[config.mk]
export PLATFORM = sky130hd
export DESIGN_NAME = fixed_clamp_pack
export DESIGN_NICKNAME = d
export VERILOG_FILES = /design/src/rtl/fixed_clamp_pack.sv
export SDC_FILE = /design/constraint.sdc
export NUM_CORES = 1
export LEC_CHECK = 0
export ABC_AREA = 1
export ABC_CLOCK_PERIOD_IN_PS = 2200
export BUFFER_PORTS_ARGS = -buffer_cell sky130_fd_sc_hd__buf_2
export CAP_MARGIN = 20
export CELL_PAD_IN_SITES_DETAIL_PLACEMENT = 0
export CELL_PAD_IN_SITES_GLOBAL_PLACEMENT = 1
export CORE_MARGIN = 3
export CORE_UTILIZATION = 39
export CTS_BUF_LIST = sky130_fd_sc_hd__clkbuf_16
export DETAILED_ROUTE_END_ITERATION = 12
export PLACE_DENSITY = 0.76
export SYNTH_ARGS = -nofsm -noshare
export SYNTH_HDL_FRONTEND = slang
export SYNTH_SLANG_ARGS = --single-unit
[constraint.sdc]
create_clock -name aclk -period 2.2 [get_ports aclk]
set_input_delay 0.11 -clock aclk [delete_from_list [all_inputs] [get_ports aclk]]
set_output_delay 0.11 -clock aclk [all_outputs]
set_load 0.005 [all_outputs]
[src/rtl/fixed_clamp_pack.sv]
// rtl/fixed_clamp_pack.sv - clamp signed samples to unsigned lanes and pack PACK lanes per word
// Optional clamp statistic counter enabled by FIXED_CLAMP_PACK_STATS_EN.
module fixed_clamp_pack #(
    parameter int IN_WIDTH  = 32,
    parameter int OUT_WIDTH = 8,
    parameter int PACK      = 4
) (
    input  logic                      aclk,
    input  logic                      aresetn,
    input  logic [IN_WIDTH-1:0]       s_axis_a_tdata,
    input  logic                      s_axis_a_tvalid,
    input  logic                      s_axis_a_tlast,
    output logic                      s_axis_a_tready,
    output logic [OUT_WIDTH*PACK-1:0] m_axis_result_tdata,
    output logic                      m_axis_result_tlast,
    output logic                      m_axis_result_tvalid,
    input  logic                      m_axis_result_tready
`ifdef FIXED_CLAMP_PACK_STATS_EN
    ,
    output logic [31:0]               clamp_count
`endif
);

    localparam int LW = $clog2(PACK);

    logic                 c_valid;
    logic                 c_last;
    logic [OUT_WIDTH-1:0] c_data;
    logic [OUT_WIDTH-1:0] acc [PACK-1];
    logic [LW-1:0]        lane;

    logic                      s_hs;
    logic                      neg;
    logic                      over;
    logic                      clamp;
    logic [OUT_WIDTH-1:0]      clamped;
    logic                      completing;
    logic                      out_free;
    logic                      c_take;
    logic [OUT_WIDTH*PACK-1:0] word;

    assign neg = s_axis_a_tdata[IN_WIDTH-1];

    // Non-negative samples overflow when any bit above the lane width is set.
    generate
        if (IN_WIDTH > OUT_WIDTH + 1) begin : g_over
            assign over = !neg && (|s_axis_a_tdata[IN_WIDTH-2:OUT_WIDTH]);
        end else begin : g_no_over
            assign over = 1'b0;
        end
    endgenerate

    assign clamp   = neg || over;
    assign clamped = neg ? '0 : (over ? '1 : s_axis_a_tdata[OUT_WIDTH-1:0]);

    assign completing      = (lane == LW'(PACK - 1)) || c_last;
    assign out_free        = !m_axis_result_tvalid || m_axis_result_tready;
    assign c_take          = c_valid && (!completing || out_free);
    assign s_axis_a_tready = !c_valid || c_take;
    assign s_hs            = s_axis_a_tvalid && s_axis_a_tready;

    always_comb begin
        word = '0;
        for (int i = 0; i < PACK - 1; i++) begin
            if (LW'(i) < lane) word[i*OUT_WIDTH +: OUT_WIDTH] = acc[i];
        end
        for (int i = 0; i < PACK; i++) begin
            if (LW'(i) == lane) word[i*OUT_WIDTH +: OUT_WIDTH] = c_data;
        end
    end

    always_ff @(posedge aclk) begin
        if (!aresetn) begin
            c_valid              <= 1'b0;
            c_last               <= 1'b0;
            c_data               <= '0;
            lane                 <= '0;
            m_axis_result_tvalid <= 1'b0;
            m_axis_result_tlast  <= 1'b0;
            m_axis_result_tdata  <= '0;
            for (int i = 0; i < PACK - 1; i++) acc[i] <= '0;
        end else begin
            if (s_hs) begin
                c_data  <= clamped;
                c_last  <= s_axis_a_tlast;
                c_valid <= 1'b1;
            end else if (c_take) begin
                c_valid <= 1'b0;
            end

            if (m_axis_result_tvalid && m_axis_result_tready) m_axis_result_tvalid <= 1'b0;

            if (c_take) begin
                if (completing) begin
                    m_axis_result_tdata  <= word;
                    m_axis_result_tlast  <= c_last;
                    m_axis_result_tvalid <= 1'b1;
                    lane                 <= '0;
                    for (int i = 0; i < PACK - 1; i++) acc[i] <= '0;
                end else begin
                    for (int i = 0; i < PACK - 1; i++) begin
                        if (lane == LW'(i)) acc[i] <= c_data;
                    end
                    lane <= lane + LW'(1);
                end
            end
        end
    end

`ifdef FIXED_CLAMP_PACK_STATS_EN
    always_ff @(posedge aclk) begin
        if (!aresetn) begin
            clamp_count <= '0;
        end else if (s_hs && clamp && (clamp_count != '1)) begin
            clamp_count <= clamp_count + 32'd1;
        end
    end
`endif

endmodule

Yosys cells after proc, flatten, opt, wreduce, memory -nomap -nowiden
Memories as Yosys holds them, arrays and structs flattened.
Cells that the tools add are included.
{"block": "op_classes", "addsub": 1, "multipliers": 0, "div_mod_pow": 0, "order_cmp": 3, "n_eq_ne": 6, "n_shift": 0, "mux": 41, "bitwise_logic": 6, "reduce_logical": 16}
{"op": "$mux 8", "n": 15}
{"op": "$mux 1", "n": 25}
{"op": "$reduce_or 23->1", "n": 1}
{"op": "$or 1x1->1", "n": 6}
{"op": "$eq 2x2->1 const A", "n": 2}
{"op": "$eq 2x2->1 const B", "n": 2}
{"op": "$logic_and 1x1->1", "n": 4}
{"op": "$logic_not 1->1", "n": 4}
{"op": "$logic_or 1x1->1", "n": 4}
{"op": "$lt 1x2->1 const A", "n": 2}
{"op": "$add 2x1->2 const B", "n": 1}
{"op": "$eq 1x2->1 const A", "n": 1}
{"op": "$eq 2x1->1 const B", "n": 1}
{"op": "$logic_not 2->1", "n": 1}
{"op": "$lt 2x2->1 const A", "n": 1}
{"op": "$mux 2", "n": 1}
{"op": "$reduce_and 2->1", "n": 1}
{"op": "$reduce_bool 2->1", "n": 1}
{"block": "totals", "ff_bits": 46, "latchBits": 0, "ram_bits": 24, "rom_bits": 0, "in_bits": 37, "output_inout_bits": 35, "word_cells": 81, "n_memories": 1}
{"memory": "acc", "words": 3, "width": 8, "read_ports": 3, "rd_ports_with_merged_regs": 0, "write_ports": 3, "line": "29", "rtl": "logic [OUT_WIDTH-1:0] acc [PACK-1];"}

Longest topological paths before layout
{"block": "depth", "depth_word": 10, "mapped_depth": 12, "ltp_nobuf": 11}

Least setup slack after synthesis
Ideal clock, no wire load.
{"block": "synth_timing", "kind": "flip-flop to flip-flop", "from": "register lane[1]", "to": "memory acc[0][0] (data pin)", "setup_time_ns": 0.255, "arrival_time_ns": 1.501, "required_time_ns": 1.945, "setup_slack_ns": 0.444, "path_stages_with_launch": 9, "synth_period_minus_slack_ns": 1.756, "path_cell_list": "dfxtp_1 -> clkbuf_1 -> inv_1 -> ha_1 -> clkbuf_1 -> nand3_1 -> nand3_2 -> nand2_1 -> inv_1"}
{"element": "start: declaration", "line": "30", "rtl": "logic [LW-1:0] lane;"}
{"element": "start signal: assignment", "line": "104", "rtl": "lane <= lane + LW'(1);"}
{"element": "end: declaration", "line": "29"}

==> impl_results.md <==
* Outcome: finished, final reports clean
* Clk slew on worst S/H paths at 0.06 ns
* IO Pins at 72
* Die Wd at between 90 and 100 um
* Final WL at 6.53 mm
* Port Buffers at 71
* Worst hold path type: in -> reg
* Routability cong. at 0.800
* RSZ-0062 raised after global routing: false
* Max-slew headroom at 0.735
* H-tree lvl count at 3
* Final period utilization at 0.864
* Vias in the first global route at between 2000 and 2500
* First-pass GRT wire length at roughly 11 mm
* Ant diodes at 0
* # nets final at 454
* Startpoint types: flip-flop
* Clk buf depth at 2
* CP arrival at 1.91 ns
* Post-DR vias/cell at 4.74
* WS Path Type: reg -> reg
* Crit path capture type: flip-flop
* Drt wl/cell at 12.6 um
* Cells after Synth at 340
* Final Hold Violating Endpoints at 0
* Area Growth Syn to Fin at 23.2%
* Initial Util at 0.408
* Distinct cell type count after synthesis at 28
* Post-DP HPWL at 4.95 mm
* Setup violators final at 0
* Cell Pwr Density at 778 nW/um^2
* Iter 0 DRT Violations at 86
* CP max-delay cell: dfxtp_1
* Max Slew Vio Count at 0
* Slowest stage delay, CP at between 0.4 and 0.5 ns
* Largest net degree at the start of global routing at 37
* Antenna-violating nets left at 0
* Hold Buf Count CTS at 0
* Tmin final at 1.90 ns
* Worst-margin pin slew at 0.398 ns
* DIE HEIGHT at 93.5 um
* Row cnt at 31
* Finished Cell Area at 3680 um^2
* R2r worst-path depth at 10
* Die Area at 8750 um^2
* Max Fclk at 526 MHz
* Root Driver: clkbuf_16
* Mean Syn Cell Area at 8.79 um^2
* CP bufs+invs at 3
* Fill cells at 714
* DRC viols at 0
* FF+latch count, synth at 70
* Leak at 1.58 nW
* Worst hold margin at 0.0192 ns
* Post-Syn Area at 2990 um^2
* CTS resizes at 0
* Gr usage total at 0.158
* First drt pass iteration count at 5
* Yosys warns at 0
* CTS sink count at 70
* DP Worst Slack at 0.295 ns
* Clock Skews at 0.00638 ns
* Mapped Nets at 382
* # Post-CTS Setup Buffers at 0
* TNS Setup at 0 ns
* Total number of vias at 2444
* Delay-heaviest family, CP: simple AND/OR/NAND/NOR gates
* Crit path max fanout at 11
* Max Cap Violations at 0
* Area of the core at about 7300 um^2
* Inserted Clock Buffers at 9
* Final worst slack at 0.300 ns
* Aggregate global routing overflow at 0
* WP depth at 10
* CTS tree: done
* Sequential area share after synthesis at 0.549
* Placed cell areas at ~3400 um^2
* Critical Path, Cell by Cell: ha_1, inv_2, nand2_4, nand2_2, nand2_4, inv_6, nand2_8, nand2_2, inv_2, nand2_1
* Ratio of cells with drive above 1 in the final layout at 0.271
* Clock Latency Late Sink at 0.33 ns
* CP required at 2.21 ns
* Worst Hold Depth at 3
* Antenna violations before repair at 0
* VDD IR max at 0.000368 V
==> cells in the mapped netlist <==
master	n	area share
nand3_2	1	0.0033
nor2_4	1	0.0038
nand2_4	2	0.0075
nand2_2	4	0.0084
a21oi_1	33	0.055
buf_4	2	0.0050
buf_1	2	0.0025
inv_6	1	0.0029
clkinv_4	1	0.0029
dfxtp_1	46	0.31
clkbuf_1	6	0.0075
inv_1	27	0.034
inv_2	4	0.0050
nand4_1	5	0.010
buf_6	3	0.011
edfxtp_1	24	0.24
o21ai_0	20	0.033
nand2_8	1	0.0067
mux2_2	8	0.030
nand3_1	21	0.035
ha_1	5	0.021
buf_2	1	0.0017
nand2_1	91	0.11
nor2_1	21	0.026
o22ai_1	4	0.0084
nor2_2	1	0.0021
o21ai_1	1	0.0017
o31ai_1	4	0.010
==> worst paths after layout <==
kind | startpoint | to | slack [ns]
hold reg to reg | m_axis_result_tdata[20] | m_axis_result_tdata[20] | 0.46
hold / removal | s_axis_a_tdata[2] | c_data[2] | 0.02
setup reg to reg | lane[0] | acc[0][3] | 0.30
setup / recovery | lane[0] | acc[0][3] | 0.30
==> layer usage <==
metal,GRT usage,share of wire
met5,0,0
met4,0.0638,0.015
met3,0.0370,0.055
met2,0.257,0.47
met1,0.201,0.45
==> registers in the layout (all words and copies together) (netlist names) <==
signal and flops:
m_axis_result_tdata 32, c_last 1, m_axis_result_tlast 1, m_axis_result_tvalid 1, acc 24, lane 2
c_valid 1, c_data 8
==> kinds of logic (layout without fill, tap and decap cells) <==
group	count (synthesis)	in the layout	share of synthesized area
simple gates	148	148	0.218
flops	70	70	0.549
compound gates	62	62	0.109
buf+inv	47	124	0.0728
mux	8	8	0.0301
fa+ha+maj	5	5	0.0209
==> tightest hold or removal path, cell delays in order <==
cell and delay (ns):
buf_2 0.07, nor2_1 0.04, o22ai_1 0.08
==> cell type report <==
type                       instances  area, um^2  share of cell area
sequential                        70        1640               0.446
multi-input combinational        223        1130               0.307
timing repair buffer              75         385               0.105
clock buffer                       9         225              0.0612
inverter                          33         134              0.0364
tap                               99         124              0.0336
clock inverter                     7        42.5              0.0116
==> power by group <==
group / switching [mW] / internal [mW]
clock: 0.522 / 0.753
combinational: 0.114 / 0.0704
sequential: 0.0233 / 1.38
==> cells in the final DEF, fill, tap and decap left out, types with 2 or more instances in the layout <==
cell	synthesis	routed
inv_1	27	28
ha_1	5	5
o31ai_1	4	4
nand2_2	4	4
mux2_2	8	8
a21oi_1	33	33
clkinv_4	1	3
nand4_1	5	5
inv_2	4	4
nand2_4	2	2
edfxtp_1	24	24
nor2_1	21	21
nand3_1	21	21
buf_4	2	4
nand2_1	91	91
o22ai_1	4	4
o21ai_0	20	20
clkinv_2	0	2
dfxtp_1	46	46
clkbuf_16	0	9
buf_2	1	71
==> through the flow <==
stage | total power, mW | util | instances
6_report | 2.86 | 0.502 | 516
5_1_grt | 2.98 | 0.502 | 516
4_1_cts | 2.89 | 0.502 | 516
3_5_place_dp | 1.62 | 0.466 | 500
3_3_place_gp | 1.61 | 0.466 | 500
2_1_floorplan | 1.55 | - | 340
Note: power is estimated with default switching activity, not from simulation.
